$ cat src/rtl/mips_pkg.sv
// Shared constants and types for the register-file access scheduler.
// Optional build macro used by the scheduler: REGSCHED_ZERO_GUARD_EN.
package mips_pkg;

    localparam int ADDR_W = 5;
    localparam int DATA_W = 32;

    typedef enum logic [1:0] {
        IDLE    = 2'd0,
        SETUP   = 2'd1,
        STROBE  = 2'd2,
        CAPTURE = 2'd3
    } state_t;

    // Requester ids double as bit positions in the request/grant vectors.
    localparam logic REQ_CORE = 1'b0;
    localparam logic REQ_DBG  = 1'b1;

endpackage

$ cat src/rtl/rr_arbiter2.sv
// Two-way round-robin arbiter: one-hot grant, last-grant pointer advanced on update.
module rr_arbiter2 (
    input  logic       clk,
    input  logic       rst,
    input  logic [1:0] req,
    input  logic       update,
    output logic [1:0] grant
);
    import mips_pkg::*;

    logic last_reg;

    // On a tie the requester that did not win last time is served.
    always_comb begin
        grant = req;
        if (req == 2'b11) begin
            grant = (last_reg == REQ_CORE) ? 2'b10 : 2'b01;
        end
    end

    always_ff @(posedge clk) begin
        if (rst) begin
            last_reg <= REQ_DBG;
        end else if (update && (grant != 2'b00)) begin
            last_reg <= grant[1];
        end
    end

endmodule

$ cat src/rtl/regfile_access_scheduler.sv
// Serialises core and debug register-file accesses into an IDLE/SETUP/STROBE/CAPTURE strobe sequence.
// Build option: REGSCHED_ZERO_GUARD_EN blocks writes to register index 0.
module regfile_access_scheduler #(
    parameter int ADDR_W = 5,
    parameter int DATA_W = 32
) (
    input  logic              clk,
    input  logic              rst,
    input  logic              core_req_valid,
    output logic              core_req_ready,
    input  logic              core_req_we,
    input  logic [ADDR_W-1:0] core_req_ra1,
    input  logic [ADDR_W-1:0] core_req_ra2,
    input  logic [ADDR_W-1:0] core_req_wa,
    input  logic [DATA_W-1:0] core_req_wdata,
    input  logic              dbg_req_valid,
    output logic              dbg_req_ready,
    input  logic              dbg_req_we,
    input  logic [ADDR_W-1:0] dbg_req_ra1,
    input  logic [ADDR_W-1:0] dbg_req_ra2,
    input  logic [ADDR_W-1:0] dbg_req_wa,
    input  logic [DATA_W-1:0] dbg_req_wdata,
    output logic              core_rsp_valid,
    output logic              dbg_rsp_valid,
    output logic [DATA_W-1:0] rsp_rdata1,
    output logic [DATA_W-1:0] rsp_rdata2,
    output logic              rf_en,
    output logic              rf_reg_write,
    output logic [ADDR_W-1:0] rf_read_reg1,
    output logic [ADDR_W-1:0] rf_read_reg2,
    output logic [ADDR_W-1:0] rf_write_reg,
    output logic [DATA_W-1:0] rf_write_data,
    input  logic [DATA_W-1:0] rf_read_data1,
    input  logic [DATA_W-1:0] rf_read_data2,
    output logic              busy
);
    import mips_pkg::*;

    localparam int NREQ = 2;

    state_t            state_reg, state_next;
    logic [NREQ-1:0]   req_valid, req_ready, grant, rsp_valid_reg;
    logic              accept, sel_we, we_eff, we_reg, owner_reg;
    logic [ADDR_W-1:0] sel_ra1, sel_ra2, sel_wa, ra1_reg, ra2_reg, wa_reg;
    logic [DATA_W-1:0] sel_wdata, wdata_reg, rdata1_reg, rdata2_reg;

    assign req_valid = {dbg_req_valid, core_req_valid};

    rr_arbiter2 u_arb (
        .clk    (clk),
        .rst    (rst),
        .req    (req_valid),
        .update (accept),
        .grant  (grant)
    );

    // Ready is only offered from IDLE and never while reset is held.
    for (genvar gi = 0; gi < NREQ; gi++) begin : g_ready
        assign req_ready[gi] = !rst && (state_reg == IDLE) && grant[gi];
    end

    assign accept         = |req_ready;
    assign core_req_ready = req_ready[REQ_CORE];
    assign dbg_req_ready  = req_ready[REQ_DBG];

    always_comb begin
        sel_we    = core_req_we;
        sel_ra1   = core_req_ra1;
        sel_ra2   = core_req_ra2;
        sel_wa    = core_req_wa;
        sel_wdata = core_req_wdata;
        if (grant[REQ_DBG]) begin
            sel_we    = dbg_req_we;
            sel_ra1   = dbg_req_ra1;
            sel_ra2   = dbg_req_ra2;
            sel_wa    = dbg_req_wa;
            sel_wdata = dbg_req_wdata;
        end
    end

`ifdef REGSCHED_ZERO_GUARD_EN
    // The handshake still runs normally; only the write enable is suppressed.
    assign we_eff = sel_we && (sel_wa != '0);
`else
    assign we_eff = sel_we;
`endif

    always_comb begin
        state_next = state_reg;
        case (state_reg)
            IDLE:    if (accept) state_next = SETUP;
            SETUP:   state_next = STROBE;
            STROBE:  state_next = CAPTURE;
            CAPTURE: state_next = IDLE;
            default: state_next = IDLE;
        endcase
    end

    always_ff @(posedge clk) begin
        if (rst) begin
            state_reg     <= IDLE;
            we_reg        <= 1'b0;
            owner_reg     <= REQ_CORE;
            ra1_reg       <= '0;
            ra2_reg       <= '0;
            wa_reg        <= '0;
            wdata_reg     <= '0;
            rdata1_reg    <= '0;
            rdata2_reg    <= '0;
            rsp_valid_reg <= '0;
        end else begin
            state_reg <= state_next;
            if (accept) begin
                we_reg    <= we_eff;
                owner_reg <= grant[REQ_DBG];
                ra1_reg   <= sel_ra1;
                ra2_reg   <= sel_ra2;
                wa_reg    <= sel_wa;
                wdata_reg <= sel_wdata;
            end
            if (state_reg == CAPTURE) begin
                rdata1_reg <= rf_read_data1;
                rdata2_reg <= rf_read_data2;
            end
            rsp_valid_reg <= (state_reg == CAPTURE) ? (NREQ'(1) << owner_reg) : '0;
        end
    end

    assign rf_en          = (state_reg == STROBE);
    assign rf_reg_write   = we_reg && ((state_reg == SETUP) || (state_reg == STROBE));
    assign rf_read_reg1   = ra1_reg;
    assign rf_read_reg2   = ra2_reg;
    assign rf_write_reg   = wa_reg;
    assign rf_write_data  = wdata_reg;
    assign rsp_rdata1     = rdata1_reg;
    assign rsp_rdata2     = rdata2_reg;
    assign core_rsp_valid = rsp_valid_reg[REQ_CORE];
    assign dbg_rsp_valid  = rsp_valid_reg[REQ_DBG];
    assign busy           = (state_reg != IDLE);

endmodule
$ cat config.mk
export PLATFORM = sky130hd
export DESIGN_NAME = regfile_access_scheduler
export DESIGN_NICKNAME = d
export VERILOG_FILES = /design/src/rtl/mips_pkg.sv /design/src/rtl/rr_arbiter2.sv /design/src/rtl/regfile_access_scheduler.sv
export SDC_FILE = /design/constraint.sdc
export NUM_CORES = 1
export LEC_CHECK = 0
export ABC_CLOCK_PERIOD_IN_PS = 2900
export BUFFER_PORTS_ARGS = -buffer_cell sky130_fd_sc_hd__buf_2
export CORE_AREA = 2 2 109 111
export CTS_CLUSTER_DIAMETER = 40
export CTS_CLUSTER_SIZE = 40
export DETAILED_ROUTE_END_ITERATION = 10
export DIE_AREA = 0 0 111 113
export PLACE_DENSITY_LB_ADDON = 0.05
export REMOVE_ABC_BUFFERS = 1
export SETUP_SLACK_MARGIN = 0.02
export SLEW_MARGIN = 10
export SYNTH_ARGS = -nofsm -noshare
export SYNTH_HDL_FRONTEND = slang
export SYNTH_SLANG_ARGS = --single-unit
export TNS_END_PERCENT = 5
$ cat constraint.sdc
create_clock -name clk -period 2.9 [get_ports clk]
set_input_delay 0.435 -clock clk [delete_from_list [all_inputs] [get_ports clk]]
set_output_delay 0.435 -clock clk [all_outputs]
set_load 0.03 [all_outputs]
Word-level counts from Yosys, hierarchy flattened
Index checks and enable logic that the tools add are counted.
{"block": "op_classes", "n_eq_ne": 5, "n_shift": 1, "n_mux": 9, "bitwise_logic": 1, "n_reduce_logical": 12}
{"cell": "32-bit two-way mux", "n": 1}
{"cell": "5-bit two-way mux", "n": 3}
{"cell": "2-bit case mux with 4 select lines", "n": 1}
{"cell": "2-bit == test, second input constant", "n": 3}
{"cell": "2-bit two-way mux", "n": 3}
{"cell": "1-bit logical AND", "n": 5}
{"cell": "2-bit nonzero test", "n": 2}
{"cell": "2-bit OR reduction", "n": 2}
{"cell": "2-bit by 1-bit == test with 1-bit output, second input constant", "n": 1}
{"cell": "2-bit zero test", "n": 1}
{"cell": "2-bit by 1-bit inequality test with 1-bit output, second input constant", "n": 1}
{"cell": "1-bit by 1-bit left shift with 2-bit output, first input constant", "n": 1}
{"cell": "1-bit zero test", "n": 1}
{"cell": "1-bit logical OR", "n": 1}
{"cell": "1-bit two-way mux", "n": 1}
{"cell": "1-bit inverter", "n": 1}
{"block": "word_totals", "reg_bits": 118, "input_bits": 164, "output_inout_bits": 118, "elab_cells": 39}

Longest topological paths before layout
Gate-level depths: netlist of run 1.
{"block": "logic_depth", "ltp_word": 6, "ltp_mapped": 7, "ltp_nobuf": 5}

By module
From an unflattened synthesis of run 1, not the netlist that was laid out.
{"block": "unflattened", "hier_cells": 465, "area_unflattened_um2": 4864.7}
{"module": "regfile_access_scheduler", "n_inst": 1, "cells_each": 458, "area_per_inst_um2": 4803.4, "seq_area_each_um2": 2342.2}
{"module": "rr_arbiter2", "n_inst": 1, "cells_each": 7, "area_per_inst_um2": 61.3, "seq_area_each_um2": 20.0}

Least setup slack after synthesis of run 1
OpenSTA, ideal clock, no wires.
{"block": "synth_timing", "path_type": "reg2out", "from": "register state_reg[0]", "to": "output core_req_ready", "t_arrival_ps": 1595, "t_required_ps": 2465, "setup_slack_ps": 870, "path_stages_with_launch": 8, "n_path_buf": 2, "path_cell_list": "dfxtp_1 inv_1 ha_1 and2b_2 buf_6 buf_6 nand2_1 nor2_1"}
{"block": "synth_between", "elab_chain_cells": 3}
{"item": "start, declared", "line_no": "regfile_access_scheduler.sv:41", "source": "state_t state_reg, state_next;"}
{"item": "start signal, assigned", "line_no": "regfile_access_scheduler.sv:112", "source": "state_reg <= state_next;"}
{"item": "2-bit zero test", "line_no": "regfile_access_scheduler.sv:59", "source": "assign req_ready[gi] = !rst && (state_reg == IDLE) && grant[gi];"}
{"item": "1-bit logical AND (2 in series)", "line_no": "regfile_access_scheduler.sv:59"}
{"item": "end, declared", "line_no": "regfile_access_scheduler.sv:10", "source": "output logic core_req_ready,"}
Every way passes these cells.

Final worst setup path of run 1
{"block": "layout_timing", "from": "register state_reg[0]", "to": "output dbg_req_ready"}
{"block": "layout_between", "elab_chain_cells": 3}
{"item": "2-bit zero test", "line_no": "regfile_access_scheduler.sv:59"}
{"item": "1-bit logical AND (2 in series)", "line_no": "regfile_access_scheduler.sv:59"}
{"item": "end, declared", "line_no": "regfile_access_scheduler.sv:17", "source": "output logic dbg_req_ready,"}
Every way passes these cells.

==> out/qor.csv, run 1 <==
stage,metric,value,unit
detailed_routing,met1 wire length,6.00,mm
floorplanning,area of the core,11300,um^2
sta,Final Cycle Share,0.755,
floorplanning,Ports,282,
placement,HPWL after DPL,9.94,mm
critical_path,r2r startpoint,state_reg[0],
global_route,first-pass GRT wire length,22.7,mm
yosys,Synth Instances,516,
clock_tree,hold_buf cts,0,
pwr,sw frac,0.331,
detailed_routing,routed length per instance,15.2,um
pwr,Clock Power Share,0.365,
detailed_routing,Residual DRC,0,
pwr,Internal,3810,uW
sta,WHS,0.271,ns
clock_tree,CTS resizes,0,
placement,gp weighted congestion,0.785,
clock_tree,CTS root buffer,clkbuf_16,
sta,endpoints failing hold,0,
pwr,Worst VDD drop,0.406,mV
yosys,synth top area cells,"dfxtp_1 48%, mux2i_1 13%, nand2_1 7.5%, a311oi_2 5.8%, nor2_1 5.2%",
clock_tree,Post-CTS Setup Bufs,0,
pwr,P per Cell Area,825,nW/um^2
critical_path,CP arrival,1.75,ns
clock_tree,clock sink total,118,
placement,Port Buffers,281,
sta,Final Skew,0.0105,ns
cells_and_area,footprint of the multi-input gates,2280,um^2
clock_tree,CTS H-tree lvls,4,
critical_path,Critical Path Source Type,flip-flop,
detailed_routing,routed wire length,14.1,mm
sta,setup TNS,0,ns
critical_path,reg2reg setup slack,0.88,ns
hold_path,Hold Path Class,in -> reg,
cells_and_area,Non-Filler Instances,932,
detailed_routing,Vias,4695,
detailed_routing,top sig layer,met4,
floorplanning,# rows,39,
clock_tree,clk_lat worst skew,0.40,ns
floorplanning,die footprint,12500,um^2
global_route,GR Util All Layers,0.223,
pwr,Sw Pwr,1880,uW
critical_path,WS Path Type,reg -> out,
pwr,Leak,0.00320,uW
floorplanning,Initial Util,0.435,
critical_path,worst setup path start,state_reg[0],
cells_and_area,Filler Cells Inserted,1012,
cells_and_area,Syn-to-layout area delta,40.9,%
yosys,Post-synth EDFFs,0,
run_status,status,completed,
placement,Inst Count DP,900,
critical_path,worst r2r path cells,6,
yosys,register area share after synthesis,0.482,
global_route,vias in the first global route,4663,
sta,final setup violation count,0,
cells_and_area,fraction of layout cells with a size suffix above 1,0.445,
yosys,Synth Flop Type,dfxtp_1,
yosys,synth warn,0,
floorplanning,Die W,111,um
detailed_routing,Iteration-0 DRC Markers,240,
sta,Worst-Margin Slew,1.00,ns
critical_path,CP Capture Type,output port,
cells_and_area,Nets,944,
yosys,post-synth top area share,0.482,
hold_path,hold-critical path depth,3,
pwr,logic gate share of total power,0.289,
clock_tree,CTS tree,built,
clock_tree,clk buf depth,2,
global_route,largest net degree at the start of global routing,87,
clock_tree,CTS Buf Count,17,
detailed_routing,met3 wire length,1.24,mm
pwr,Seq pwr share,0.346,
yosys,syn avg cell area,9.50,um^2
hold_path,hold path start,rf_read_data2[23],
detailed_routing,via density per instance,5.04,
flow_run,Max-cap violations,0,
cells_and_area,Register Area,2360,um^2
critical_path,RR Endpoint,rf_write_data[1],
detailed_routing,Post-DRT Antenna Nets,0,
sta,"Slew Viols, Final",0,
global_route,global route overflow,0,
clock_tree,clk slew on worst S/H paths,0.05,ns
critical_path,Setup crit end,dbg_req_ready,
yosys,library cells used by synthesis,33,
critical_path,WP data required,2.47,ns
detailed_routing,first drt pass iteration count,7,
critical_path,worst-path maximum fanout,8,
global_route,initial antenna violation count,1,
sta,Final min period,2.19,ns
sta,RSZ-0062 raised after global routing,false,
floorplanning,Die H,113,um
yosys,ys async rst share,0,
sta,Max-slew headroom,0.333,
yosys,Synth Cell Area,4900,um^2
yosys,post-synthesis sequential element count,118,
detailed_routing,DR WL met2,6.62,mm
yosys,cell taking the most area after synthesis,dfxtp_1,
sta,FMAX,457,MHz
==> layout by cell type, fill, tap and decap left out, types with 2 or more instances in the layout <==
master,instances
clkbuf_1,4
buf_2,280
mux2i_1,64
a21oi_2,9
buf_4,7
a311oi_1,29
ha_1,3
a21oi_1,41
nand2_1,98
clkbuf_16,17
inv_1,2
clkinvlp_4,2
clkbuf_8,2
nor2_1,68
dfxtp_1,118
a311oi_2,19
bufinv_16,3
clkinv_2,2
o21ai_0,2
==> layout make-up <==
cell class                      instances  area share
Sequential cell                       118       0.342
Clock buffer                           23      0.0678
Tap cell                              143      0.0259
Clock inverter                          8      0.0179
Antenna cell                            1    0.000362
Timing Repair Buffer                  288       0.213
Multi-Input combinational cell        348       0.331
Inverter                                3     0.00163
==> worst min-delay path by stage <==
stage                             endpoint  slack (ns)
after floorplan           rsp_valid_reg[0]        0.41
after global placement    rsp_valid_reg[0]        0.45
after detailed placement  rsp_valid_reg[0]        0.45
after CTS                   rsp_rdata2[27]        0.26
after global routing         rsp_rdata1[2]        0.27
final                       rsp_rdata2[23]        0.27
==> kinds of logic after synthesis <==
family | Yosys count | share of synthesized area
AO/OA/AOI/OAI | 105 | 0.180
adder cells (fa/ha/maj) | 4 | 0.0102
flip-flops | 118 | 0.482
buffers and inverters | 50 | 0.0574
AND/OR/NAND/NOR | 175 | 0.140
multiplexers | 64 | 0.131
==> metal layers <==
metal  GRT usage  up-vias
met3      0.0803       20
met5           0        -
met1       0.265     2128
met2       0.371      234
li1            -     2313
met4      0.0817        0
==> cells in the mapped netlist, drive strengths merged, types with 2 or more instances <==
master / n
ha: 4
nor2: 68
buf: 36
dfxtp: 118
o21ai: 2
a311oi: 48
nand2: 98
inv: 3
nor3: 2
mux2i: 64
a21oi: 50
clkbuf: 11
==> power groups by stage <==
stage | Sequential (uW) | Combinational [uW] | Clock [uW]
floorplan | 2390 | 736 | 0
global placement | 1990 | 1630 | 0
detailed placement | 2000 | 1660 | 0
CTS | 1970 | 1660 | 2120
global route | 1990 | 1780 | 2200
finish | 1970 | 1650 | 2080
==> worst max-delay path: stages (launching register included) <==
cell and delay (ns):
dfxtp_1 0.33, inv_1 0.12, ha_1 0.32, inv_2 0.10, nor3_1 0.25, buf_2 0.24
==> stage by stage <==
stage          utilization  area (um^2)  setup WS, ns  power (uW)
2_1_floorplan            -         4630        -0.257        3120
3_3_place_gp         0.560         6310         0.983        3630
3_5_place_dp         0.560         6310         0.862        3660
4_1_cts              0.612         6900         0.675        5760
5_1_grt              0.613         6910         0.536        5980
6_report             0.613         6910         0.710        5700
Power figures use the tool's default switching activity.
==> run 2, diff against run 1 <==
--- a/config.mk
+++ b/config.mk
@@ -5,7 +5,7 @@
 export SDC_FILE = /design/constraint.sdc
 export NUM_CORES = 1
 export LEC_CHECK = 0
-export ABC_CLOCK_PERIOD_IN_PS = 2900
+export ABC_CLOCK_PERIOD_IN_PS = 2270
 export BUFFER_PORTS_ARGS = -buffer_cell sky130_fd_sc_hd__buf_2
 export CORE_AREA = 2 2 109 111
 export CTS_CLUSTER_DIAMETER = 40
==> constraint.sdc (replaced) <==
create_clock -name clk -period 2.27 [get_ports clk]
set_input_delay 0.3405 -clock clk [delete_from_list [all_inputs] [get_ports clk]]
set_output_delay 0.3405 -clock clk [all_outputs]
set_load 0.03 [all_outputs]
==> out/qor.csv, run 2 (same netlist as run 1, synthesis figures left out) <==
stage,metric,value,unit
cells_and_area,"commonest cells after routing, fill and taps aside","280 x buf_2, 118 x dfxtp_1, 98 x nand2_1",
critical_path,worst-path maximum fanout,8,
pwr,total power,7510,uW
run_status,status,completed,
clock_tree,CTS H-tree lvls,4,
sta,setup TNS,0,ns
global_route,vias in the first global route,4730,
hold_path,hold-critical path depth,3,
global_route,global route overflow,0,
hold_path,Hold Path Class,in -> reg,
sta,endpoints failing hold,0,
sta,WHS,0.168,ns
global_route,GR Util All Layers,0.228,
sta,final setup violation count,0,
placement,gp weighted congestion,0.801,
floorplanning,area of the core,11300,um^2
sta,Worst-Margin Slew,0.900,ns
floorplanning,Die H,113,um
critical_path,CP arrival,1.78,ns
detailed_routing,via density per instance,5.08,
critical_path,WS Path Type,reg -> out,
placement,Place WS,0.485,ns
floorplanning,Ports,282,
critical_path,r2r startpoint,state_reg[0],
clock_tree,clk buf depth,2,
sta,RSZ-0062 raised after global routing,false,
cells_and_area,Filler Cells Inserted,981,
detailed_routing,Residual DRC,0,
clock_tree,Post-CTS Setup Bufs,0,
flow_run,Max-cap violations,0,
sta,Final Skew,0.00788,ns
clock_tree,CTS tree,built,
cells_and_area,Ant. Diodes,0,
pwr,Leak,0.00325,uW
detailed_routing,Iteration-0 DRC Markers,264,
sta,"Slew Viols, Final",0,
critical_path,Critical Path Source Type,flip-flop,
sta,Final Cycle Share,0.935,
floorplanning,# rows,39,
placement,Port Buffers,281,
clock_tree,CTS Buf Count,17,
clock_tree,CTS root buffer,clkbuf_16,
detailed_routing,routed wire length,14.3,mm
cells_and_area,"commonest non-fill, non-tap cell in the layout",buf_2,
global_route,largest net degree at the start of global routing,77,
hold_path,hold path start,rf_read_data2[24],
sta,fin worst setup slack,0.147,ns
pwr,P per Cell Area,1070,nW/um^2
global_route,first-pass GRT wire length,22.9,mm
cells_and_area,Register Area,2360,um^2
clock_tree,hold_buf cts,0,
detailed_routing,Vias,4750,
cells_and_area,footprint of the multi-input gates,2290,um^2
clock_tree,clk_lat worst skew,0.41,ns
critical_path,CP Capture Type,output port,
detailed_routing,first drt pass iteration count,5,
critical_path,reg2reg setup slack,0.50,ns
cells_and_area,Syn-to-layout area delta,43.2,%
sta,Max-slew headroom,0.400,
floorplanning,die footprint,12500,um^2
global_route,initial antenna violation count,0,
critical_path,WP data required,1.93,ns
pwr,Worst VDD drop,0.436,mV
sta,FMAX,471,MHz
critical_path,RR Endpoint,rf_write_data[23],
floorplanning,Initial Util,0.435,
critical_path,worst r2r path cells,6,
detailed_routing,routed length per instance,15.3,um
hold_path,Worst Hold Endpoint,rsp_rdata2[24],
cells_and_area,Nets,947,
sta,Final min period,2.12,ns
placement,HPWL after DPL,10.1,mm
placement,Inst Count DP,903,
detailed_routing,Post-DRT Antenna Nets,0,
clock_tree,clk slew on worst S/H paths,0.06,ns
cells_and_area,Non-Filler Instances,935,
floorplanning,Die W,111,um
cells_and_area,fraction of layout cells with a size suffix above 1,0.455,
clock_tree,clock sink total,118,
==> run 2: layer usage <==
layer,global-route usage,part of all wire,vias up
met4,0.0942,0.018,0
met5,0,0,-
met2,0.393,0.50,197
met1,0.263,0.41,2204
met3,0.0739,0.076,16
li1,-,-,2333
==> run 2: what timing repair did <==
item,CTS,global route
setup endpoints to repair,0,2
hold endpoints to repair,0,0
resized for setup,0,1
==> run 2: report_power, final <==
part | leakage (uW) | switching [uW] | internal, uW
Sequential | 0.000962 | 155 | 2360
Clock | 0.000304 | 972 | 1880
Combinational | 0.00199 | 1380 | 775
==> run 2: how the worst max path moves through the flow <==
stage,startpoint,endpoint,slack (ns),cells past startpoint
after floorplan,state_reg[0],rf_read_reg1[3],-0.89,5
after global placement,state_reg[0],dbg_req_ready,0.52,5
after detailed placement,state_reg[0],dbg_req_ready,0.48,5
after CTS,state_reg[0],dbg_req_ready,0.04,5
after global routing,state_reg[0],dbg_req_ready,0.03,5
final,state_reg[0],dbg_req_ready,0.15,5
==> run 2: layout make-up <==
type / count / share of cell area
multi-input cells: 348 / 0.326
flip-flops and latches: 118 / 0.336
clock buffers: 18 / 0.0625
repair buffers: 291 / 0.220
inverters: 3 / 0.00160
well taps: 143 / 0.0255
clock inverters: 14 / 0.0280
==> run 2: per-stage QoR <==
step,utilization,area (um^2)
3_5_place_dp,0.566,6380
3_3_place_gp,0.566,6380
6_report,0.623,7020
2_1_floorplan,-,4630
4_1_cts,0.623,7020
5_1_grt,0.623,7020
==> run 2: critical path: stages (launching register included) <==
cell,delay [ns]
dfxtp_1,0.33
inv_1,0.14
ha_2,0.28
inv_2,0.08
nor3_1,0.29
buf_2,0.26
==> run 3, diff against run 2 <==
--- a/config.mk
+++ b/config.mk
@@ -18,5 +18,6 @@
 export SLEW_MARGIN = 10
 export SYNTH_ARGS = -nofsm -noshare
 export SYNTH_HDL_FRONTEND = slang
+export SYNTH_HIERARCHICAL = 1
 export SYNTH_SLANG_ARGS = --single-unit
 export TNS_END_PERCENT = 5
==> out/qor.csv, run 3 <==
stage,metric,value,unit
run_status,status,completed,
cells_and_area,Ant. Diodes,0,
cells_and_area,"commonest non-fill, non-tap cell in the layout",buf_2,
global_route,grt peak-use layer,met2,
cells_and_area,Filler Cells Inserted,977,
clock_tree,CTS Buf Count,17,
sta,Final Cycle Share,0.887,
detailed_routing,via density per instance,4.93,
yosys,Synth Instances,465,
yosys,Synth top cells by count,"118 x dfxtp_1, 112 x mux2i_1, 65 x nor2_1",
placement,Place WS,0.481,ns
critical_path,Critical Path Source Type,flip-flop,
clock_tree,clock sink total,118,
cells_and_area,fraction of layout cells with a size suffix above 1,0.462,
cells_and_area,fin util,0.610,
yosys,synth top area cells,"dfxtp_1 49%, mux2i_1 23%, a211oi_1 6.0%, nor2_1 5.0%, a21oi_1 4.3%",
global_route,vias in the first global route,4221,
global_route,first-pass GRT wire length,21.1,mm
pwr,Leak,0.00318,uW
hold_path,Worst Hold Endpoint,rsp_rdata1[2],
floorplanning,Ports,282,
yosys,library cells used by synthesis,31,
critical_path,RR Endpoint,u_arb/last_reg,
sta,Worst-Margin Slew,0.912,ns
yosys,complex-gate fraction of the synthesized area,0.154,
detailed_routing,Residual DRC,0,
yosys,register area share after synthesis,0.486,
clock_tree,clk_lat worst skew,0.41,ns
yosys,Synth Cell Area,4860,um^2
sta,endpoints failing hold,0,
yosys,cell taking the most area after synthesis,dfxtp_1,
placement,gp weighted congestion,0.803,
critical_path,WS Path Type,reg -> out,
floorplanning,Die W,111,um
placement,Port Buffers,281,
yosys,post-synthesis sequential element count,118,
sta,fin worst setup slack,0.256,ns
yosys,ys async rst share,0,
global_route,GR Util All Layers,0.211,
clock_tree,CTS tree,built,
global_route,global route overflow,0,
yosys,xor/xnor share of the synthesized area,0,
clock_tree,clk slew on worst S/H paths,0.05,ns
sta,RSZ-0062 raised after global routing,false,
detailed_routing,routed wire length,13.3,mm
detailed_routing,Iteration-0 DRC Markers,169,
cells_and_area,final instance area,6880,um^2
hold_path,Hold Path Class,in -> reg,
yosys,combinational family with the most area after synthesis,multiplexers,
floorplanning,area of the core,11300,um^2
global_route,met1 usage,0.239,
clock_tree,CTS resizes,0,
critical_path,worst-path maximum fanout,5,
sta,final setup violation count,0,
yosys,Post-synth EDFFs,0,
placement,HPWL after DPL,9.78,mm
hold_path,hold path start,rf_read_data1[2],
global_route,initial antenna violation count,0,
sta,Final min period,2.01,ns
sta,"Slew Viols, Final",0,
cells_and_area,Syn-to-layout area delta,41.3,%
critical_path,CP arrival,1.67,ns
critical_path,worst r2r path cells,7,
yosys,Synth Flop Type,dfxtp_1,
sta,Max-slew headroom,0.392,
detailed_routing,first drt pass iteration count,4,
sta,WHS,0.173,ns
clock_tree,clk buf depth,2,
cells_and_area,"commonest cells after routing, fill and taps aside","280 x buf_2, 118 x dfxtp_1, 112 x mux2i_1",
yosys,syn avg cell area,10.5,um^2
yosys,Synth Area in Adders,0.0103,
clock_tree,CTS H-tree lvls,4,
clock_tree,hold_buf cts,0,
yosys,post-synthesis mux area share,0.230,
flow_run,Max-cap violations,0,
floorplanning,Die H,113,um
sta,Final Skew,0.00804,ns
clock_tree,Post-CTS Setup Bufs,0,
floorplanning,die footprint,12500,um^2
cells_and_area,Nets,897,
critical_path,WP data required,1.93,ns
critical_path,CP Capture Type,output port,
pwr,Worst VDD drop,0.459,mV
global_route,met2 global-route usage,0.373,
global_route,largest net degree at the start of global routing,83,
detailed_routing,routed length per instance,15.1,um
yosys,simple-gate share of the synthesized area,0.0669,
yosys,post-synth top area share,0.486,
critical_path,reg2reg setup slack,0.47,ns
pwr,P per Cell Area,1070,nW/um^2
sta,FMAX,497,MHz
clock_tree,CTS root buffer,clkbuf_16,
detailed_routing,Vias,4343,
yosys,cell with the most instances after synthesis,dfxtp_1,
hold_path,hold-critical path depth,3,
global_route,met3 Resource Use GR,0.0605,
floorplanning,Initial Util,0.432,
yosys,synth warn,6,
critical_path,r2r startpoint,u_arb/last_reg,
placement,Placed Area,6360,um^2
detailed_routing,Post-DRT Antenna Nets,0,
floorplanning,# rows,39,
==> run 3: cells by family (layout without fill, tap and decap cells) <==
group                    after synthesis  count (layout)
buffers and inverters                 48             321
multiplexers                         112             112
flip-flops                           118             118
adder cells (fa/ha/maj)                4               4
AO/OA/AOI/OAI                        106             106
AND/OR/NAND/NOR                       77              77
==> run 3: worst max-delay path by stage <==
stage	from	to	slack [ns]	cells past startpoint
after global placement	core_req_valid	u_arb/last_reg	0.52	7
after CTS	state_reg[0]	core_req_ready	0.22	5
final	state_reg[0]	core_req_ready	0.26	5
after floorplan	dbg_req_valid	u_arb/last_reg	-5.82	5
after global routing	state_reg[0]	core_req_ready	0.13	5
after detailed placement	core_req_valid	u_arb/last_reg	0.48	7
==> run 3: power breakdown <==
part           switching, uW  total, uW  internal (uW)
registers                177       2580           2410
logic                   1550       2420            876
clock network            833       2350           1520
total                   2560       7360           4800
==> run 3: worst max-delay path: stages (launching register included) <==
cell     delay [ns]
dfxtp_1        0.33
inv_1          0.12
ha_1           0.26
nor2b_4        0.20
and2_1         0.16
buf_2          0.21
==> run 3: final cells by class <==
| class | count | area [um^2] | share of cell area |
|---|---|---|---|
| sequential | 118 | 2360 | 0.344 |
| multi-input combinational | 299 | 2280 | 0.332 |
| timing repair buffer | 289 | 1520 | 0.221 |
| clock buffer | 22 | 464 | 0.0675 |
| tap | 143 | 179 | 0.0260 |
| clock inverter | 6 | 55.1 | 0.00801 |
| inverter | 4 | 15.0 | 0.00218 |
==> run 3: metal layers <==
layer / up-vias / routed length [um]
met1: 1960 / 5450
li1: 2173 / -
met5: - / 0
met2: 187 / 6610
met4: 0 / 280
met3: 23 / 989
==> run 3: stage by stage <==
step	std cells	setup TNS, ns	power, uW
after floorplan	421	-347.88	4320
after global placement	853	0	5020
after detailed placement	853	0	5070
after CTS	881	0	7450
after global routing	881	0	7740
final	881	0	7360
